==> config.mk <==
export PLATFORM = sky130hd
export DESIGN_NAME = bin_to_bcd_seq
export DESIGN_NICKNAME = d
export VERILOG_FILES = /design/src/rtl/bin_to_bcd_seq.sv
export SDC_FILE = /design/constraint.sdc
export NUM_CORES = 1
export LEC_CHECK = 0
export ABC_AREA = 1
export CAP_MARGIN = 40
export CORE_MARGIN = 2
export CORE_UTILIZATION = 45
export CTS_BUF_LIST = sky130_fd_sc_hd__clkbuf_8
export DETAILED_ROUTE_END_ITERATION = 8
export GPL_ROUTABILITY_DRIVEN = 0
export GPL_TIMING_DRIVEN = 0
export PLACE_DENSITY = 0.68
export SLEW_MARGIN = 20
export SYNTH_ARGS = -nofsm -noshare
export SYNTH_HDL_FRONTEND = slang
export SYNTH_SLANG_ARGS = --single-unit
==> constraint.sdc <==
create_clock -name clk -period 3.67 [get_ports clk]
set_input_delay 0.734 -clock clk [delete_from_list [all_inputs] [get_ports clk]]
set_output_delay 0.734 -clock clk [all_outputs]
set_load 0.05 [all_outputs]
==> src/rtl/bin_to_bcd_seq.sv <==
// rtl/bin_to_bcd_seq.sv - sequential shift-add-3 binary to BCD converter with saturation and leading-zero blanking
module bin_to_bcd_seq #(
    parameter int BIN_W  = 14,
    parameter int DIGITS = 4
) (
    input  logic                  clk,
    input  logic                  rst_n,
    input  logic                  in_valid,
    output logic                  in_ready,
    input  logic [BIN_W-1:0]      in_value,
    output logic [4*DIGITS-1:0]   bcd,
    output logic [DIGITS-1:0]     blank,
    output logic                  overflow,
    output logic                  busy,
    output logic                  done
);

    localparam int BCD_W = 4 * DIGITS;
    localparam int CNT_W = $clog2(BIN_W + 1);
    localparam logic [BIN_W-1:0] MAX_V = BIN_W'(10**DIGITS - 1);
    localparam logic [DIGITS-1:0] BLANK_RST = {{(DIGITS-1){1'b1}}, 1'b0};

    typedef enum logic [1:0] {
        IDLE    = 2'd0,
        CONVERT = 2'd1,
        COMMIT  = 2'd2
    } state_t;

    state_t             state_q, state_d;
    logic [BIN_W-1:0]   val_q, val_d;
    logic [BCD_W-1:0]   scratch_q, scratch_d;
    logic [CNT_W-1:0]   cnt_q, cnt_d;
    logic               ovf_q, ovf_d;
    logic [BCD_W-1:0]   bcd_q, bcd_d;
    logic [DIGITS-1:0]  blank_q, blank_d;
    logic               overflow_q, overflow_d;
    logic               done_q, done_d;

    logic               accept;
    logic               last_bit;
    logic [BCD_W-1:0]   adjusted;
    logic [DIGITS-1:0]  blank_next;
    logic               higher_zero;

    assign accept   = in_valid && in_ready;
    assign last_bit = (cnt_q == CNT_W'(1));

    // State register
    always_ff @(posedge clk or negedge rst_n) begin
        if (!rst_n) begin
            state_q <= IDLE;
        end else begin
            state_q <= state_d;
        end
    end

    // Next-state logic
    always_comb begin
        state_d = state_q;
        case (state_q)
            IDLE:    if (accept)   state_d = CONVERT;
            CONVERT: if (last_bit) state_d = COMMIT;
            COMMIT:                state_d = IDLE;
            default:               state_d = IDLE;
        endcase
    end

    // Output logic
    always_comb begin
        in_ready = (state_q == IDLE);
        busy     = (state_q == CONVERT) || (state_q == COMMIT);
    end

    // Add 3 to every nibble >= 5 before the shift; saturation keeps the top nibble from carrying out
    always_comb begin
        adjusted = scratch_q;
        for (int i = 0; i < DIGITS; i++) begin
            if (scratch_q[4*i +: 4] >= 4'd5) begin
                adjusted[4*i +: 4] = scratch_q[4*i +: 4] + 4'd3;
            end
        end
    end

    // Digit i blanks only when it and every digit above it are zero; units never blank
    always_comb begin
        blank_next  = '0;
        higher_zero = 1'b1;
        for (int i = DIGITS - 1; i >= 1; i--) begin
            higher_zero   = higher_zero && (scratch_q[4*i +: 4] == 4'd0);
            blank_next[i] = higher_zero;
        end
    end

    always_comb begin
        val_d      = val_q;
        scratch_d  = scratch_q;
        cnt_d      = cnt_q;
        ovf_d      = ovf_q;
        bcd_d      = bcd_q;
        blank_d    = blank_q;
        overflow_d = overflow_q;
        done_d     = 1'b0;
        case (state_q)
            IDLE: begin
                if (accept) begin
                    val_d     = (in_value > MAX_V) ? MAX_V : in_value;
                    ovf_d     = (in_value > MAX_V);
                    scratch_d = '0;
                    cnt_d     = CNT_W'(BIN_W);
                end
            end
            CONVERT: begin
                scratch_d = {adjusted[BCD_W-2:0], val_q[BIN_W-1]};
                val_d     = {val_q[BIN_W-2:0], 1'b0};
                cnt_d     = cnt_q - CNT_W'(1);
            end
            COMMIT: begin
                bcd_d      = scratch_q;
                blank_d    = blank_next;
                overflow_d = ovf_q;
                done_d     = 1'b1;
            end
            default: ;
        endcase
    end

    always_ff @(posedge clk or negedge rst_n) begin
        if (!rst_n) begin
            val_q      <= '0;
            scratch_q  <= '0;
            cnt_q      <= '0;
            ovf_q      <= 1'b0;
            bcd_q      <= '0;
            blank_q    <= BLANK_RST;
            overflow_q <= 1'b0;
            done_q     <= 1'b0;
        end else begin
            val_q      <= val_d;
            scratch_q  <= scratch_d;
            cnt_q      <= cnt_d;
            ovf_q      <= ovf_d;
            bcd_q      <= bcd_d;
            blank_q    <= blank_d;
            overflow_q <= overflow_d;
            done_q     <= done_d;
        end
    end

    assign bcd      = bcd_q;
    assign blank    = blank_q;
    assign overflow = overflow_q;
    assign done     = done_q;

endmodule
==> Flow_metrics.wiki <==
{| class="wikitable"
! Metric !! Value
|-
| Result of the run || finished, final reports clean
|-
| Via total after detailed routing || 2366
|-
| Pwr Density || 714 nW/um^2
|-
| First-pass iteration count of the detailed router || 4
|-
| Slew Viols, Final || 0
|-
| Net Sw Power || 1.04 mW
|-
| Sum of negative setup slack || 0 ns
|-
| Synth Area in Compound Gates || 0.123
|-
| Largest net degree at the start of global routing || 41
|-
| Count of final hold-check violations || 0
|-
| Flop2flop setup slack || 1.99 ns
|-
| CP delay by family, top || buffers and inverters
|-
| Final Critical Period || 2.62 ns
|-
| Vias per cell || 4.86
|-
| Slowest-stage cell, CP || sky130_fd_sc_hd__clkdlybuf4s50_1
|-
| Worst hold path type || in2async
|-
| Clk pin slew, worst setup/hold paths || 0.07 ns
|-
| Register share of total power || 0.360
|-
| Sinks on the clock net || 58
|-
| Grt ovf || 0
|-
| Part of the power in combinational logic || 0.417
|-
| Adder-cell area share of the yosys netlist || 0.0656
|-
| Fraction of the core area covered by cells at the end of the flow || 0.569
|-
| Post-synthesis average cell area || 8.08 sq um
|-
| Root buffer cell || sky130_fd_sc_hd__clkbuf_8
|-
| Total Nets Final || 437
|-
| Setup repair bufs after CTS || 0
|-
| Via count of the first global-routing pass || 2215
|-
| Worst Path Arrival || 1.88 ns
|-
| Post-synthesis instance area || 2860 sq um
|-
| Routed Antenna Nets || 0
|-
| Total half-perimeter wirelength after legalization and detailed placement || 4130 microns
|-
| Initial core utilization || 0.458
|-
| Post-Synthesis Cells || 354
|-
| Number of register bits inferred by synthesis || 58
|-
| Final setup slack of the worst path || 1.05 ns
|-
| Critical Path Start || state_q[0]
|-
| Maximum clock path buffer count || 2
|-
| TritonCTS clock tree || built
|-
| Critical path start-end classification || reg2out
|-
| Startpoint of the most critical register-to-register path || state_q[0]
|-
| Number of filler instances in the final layout || 576
|-
| Simple-gate share of the synthesized area || 0.219
|-
| Highest cell delay on the worst timing path || 0.83 ns
|-
| Total die area || 7010 sq um
|-
| IO buf count || 39
|-
| Distinct cell type count of the synthesized netlist || 24
|-
| Cell Rows || 29
|-
| Final wirelength || 5670 microns
|-
| Cells on worst reg2reg path || 8
|-
| Int Power || 1.50 mW
|-
| Total routing resource utilization after global routing || 0.179
|-
| Proportion of synthesized chip area in sequential cells || 0.509
|-
| Worst-path fanout max || 4
|-
| Post-route fraction of the period consumed by the critical path || 0.713
|-
| Critical register-to-register path endpoint || scratch_q[5]
|-
| WP data required || 2.94 ns
|-
| Critical Path End Type || output port
|-
| Ratio of cells with drive above 1 in the final layout || 0.0780
|-
| Vertical die dimension || 83.7 microns
|-
| First-pass GRT wire length || 9980 microns
|-
| MaxCap Viol Count || 0
|-
| Initial antenna violation count || 0
|-
| Max IR drop VDD || 0.000532 V
|-
| Clk network pwr share || 0.223
|-
| WL/cell || 11.6 microns
|-
| Initial DRC Count || 130
|-
| Total of cells resized after clock tree synthesis || 0
|-
| WL met1 || 2890 microns
|-
| Multiplexer fraction of the synthesized cell area || 0
|-
| Switching power share of the total || 0.410
|-
| I/O Pins || 41
|-
| H-tree Lvls || 3
|-
| Crit. path cell count || 3
|-
| Highest achievable clock rate || 0.382 GHz
|-
| Buffer and inverter count on the worst path || 2
|-
| Element type at the critical path start || flop
|-
| Met2 wirelength from detailed routing || 2400 microns
|-
| Source-to-sink clock delay at the later pin of the worst-skew pair || 0.33 ns
|-
| Critical path cell sequence || inv_1 > ha_1 > clkdlybuf4s50_1
|-
| Maximum clock skew at final layout || 0.00945 ns
|-
| Cts hold-fix bufs || 0
|-
| Highest routed layer || met4
|-
| Xor and xnor fraction of the mapped netlist area || 0.00306
|-
| TritonCTS buffer count || 9
|-
| Number of antenna diodes || 0
|-
| Last element of the critical path || in_ready
|-
| Unrepaired setup endpoints after global routing || no
|-
| Core region area || 6240 sq um
|-
| Synth Net Count || 386
|-
| Warnings from Yosys || 0
|-
| Detailed-routed wire length on met3 || 218 microns
|-
| Post-Place Worst Slack || 1.41 ns
|-
| Synth-to-Final Area Change || 24.2%
|-
| Largest family of logic cells by synthesized area || simple AND/OR/NAND/NOR gates
|-
| Residual DRC || 0
|-
| Static power due to leakage || 1.76 nW
|-
| Die Span X || 83.7 microns
|-
| Final setup vio count || 0
|}
[per-stage QoR]
step / hold slack [ns] / power [mW] / instance area (sq um) / cells
2_1_floorplan: 0.438 / 1.68 / 2860 / 354
3_3_place_gp: 0.457 / 1.97 / 3350 / 470
3_5_place_dp: 0.465 / 1.99 / 3360 / 471
4_1_cts: 0.265 / 2.56 / 3550 / 487
5_1_grt: 0.269 / 2.72 / 3550 / 487
6_report: 0.263 / 2.54 / 3550 / 487
[area by class of cell]
class / instances / area [sq um] / area share
Sequential cell: 58 / 1460 / 0.410
Multi-Input combinational cell: 241 / 1180 / 0.331
Timing Repair Buffer: 40 / 408 / 0.115
Inverter: 44 / 165 / 0.0465
Clock buffer: 10 / 138 / 0.0387
Tap cell: 77 / 96.3 / 0.0271
Buffer: 11 / 61.3 / 0.0173
Clock inverter: 6 / 51.3 / 0.0144
[sequential cells by signal, indices dropped and copies added (netlist names)]
name,flops
scratch_q,16
done,1
overflow,1
val_q,14
cnt_q,4
ovf_q,1
bcd,16
state_q,2
blank,3
[cells by family after synthesis]
family,Yosys count
and+or+nand+nor,160
AOI/OAI and AO/OA,64
DFF,58
buffers and inverters,55
adders and majority gates,15
xor gates and xnor gates,1
other,1
[worst min-delay path by stage]
stage | cells after the start | slack, ns | from | end
2_1_floorplan | 0 | 0.44 | rst_n | bcd[0]
3_3_place_gp | 2 | 0.46 | blank[2] | blank[2]
3_5_place_dp | 2 | 0.46 | blank[2] | blank[2]
4_1_cts | 1 | 0.26 | rst_n | bcd[4]
5_1_grt | 1 | 0.27 | rst_n | bcd[4]
6_report | 1 | 0.26 | rst_n | bcd[4]
[layout by cell type (no fill, tap or decap)]
cell / netlist / layout
sky130_fd_sc_hd__nor3_1: 2 / 2
sky130_fd_sc_hd__clkdlybuf4s50_1: 0 / 38
sky130_fd_sc_hd__nand3_1: 17 / 17
sky130_fd_sc_hd__conb_1: 1 / 1
sky130_fd_sc_hd__dfrtp_1: 55 / 55
sky130_fd_sc_hd__bufinv_16: 0 / 1
sky130_fd_sc_hd__o21ai_0: 40 / 40
sky130_fd_sc_hd__clkinv_2: 0 / 2
sky130_fd_sc_hd__a22o_1: 1 / 1
sky130_fd_sc_hd__ha_1: 15 / 15
sky130_fd_sc_hd__o21ai_1: 3 / 3
sky130_fd_sc_hd__nand2_1: 109 / 109
sky130_fd_sc_hd__buf_2: 4 / 4
sky130_fd_sc_hd__nor2_1: 31 / 31
sky130_fd_sc_hd__o21ai_2: 1 / 1
sky130_fd_sc_hd__inv_2: 3 / 3
sky130_fd_sc_hd__inv_1: 41 / 44
sky130_fd_sc_hd__clkbuf_8: 0 / 10
sky130_fd_sc_hd__a21o_1: 1 / 1
sky130_fd_sc_hd__xor2_1: 1 / 1
sky130_fd_sc_hd__o31ai_2: 1 / 1
sky130_fd_sc_hd__dfstp_2: 3 / 3
sky130_fd_sc_hd__buf_4: 4 / 5
sky130_fd_sc_hd__o22ai_1: 8 / 8
sky130_fd_sc_hd__buf_12: 0 / 1
sky130_fd_sc_hd__a22oi_1: 1 / 1
sky130_fd_sc_hd__nand2_2: 1 / 1
sky130_fd_sc_hd__a21oi_1: 8 / 8
sky130_fd_sc_hd__clkbuf_1: 3 / 3
[power groups by stage]
stage / clock, mW / sequential (mW) / combinational, mW
after CTS: 0.575 / 0.914 / 1.07
final: 0.565 / 0.913 / 1.06
after global routing: 0.605 / 0.935 / 1.18
after detailed placement: 0 / 0.923 / 1.07
after floorplan: 0 / 1.06 / 0.611
after global placement: 0 / 0.919 / 1.05
[synth_stat cells, drive strengths merged]
master / n / area, sq um
nand2: 110 / 415
dfrtp: 55 / 1380
inv: 44 / 165
o21ai: 44 / 224
nor2: 31 / 116
nand3: 17 / 85.1
ha: 15 / 188
a21oi: 8 / 40.0
buf: 8 / 50.1
o22ai: 8 / 50.1
clkbuf: 3 / 11.3
dfstp: 3 / 78.8
nor3: 2 / 10.0
a21o: 1 / 7.51
a22o: 1 / 8.76
a22oi: 1 / 7.51
conb: 1 / 3.75
o31ai: 1 / 12.5
xor2: 1 / 8.76
[routing by layer]
layer / up-vias / global-route usage
li1: 1225 / -
met1: 1069 / 0.241
met2: 57 / 0.266
met3: 15 / 0.0406
met4: 0 / 0.104
met5: - / 0
Note: power is estimated with default switching activity, not from simulation.
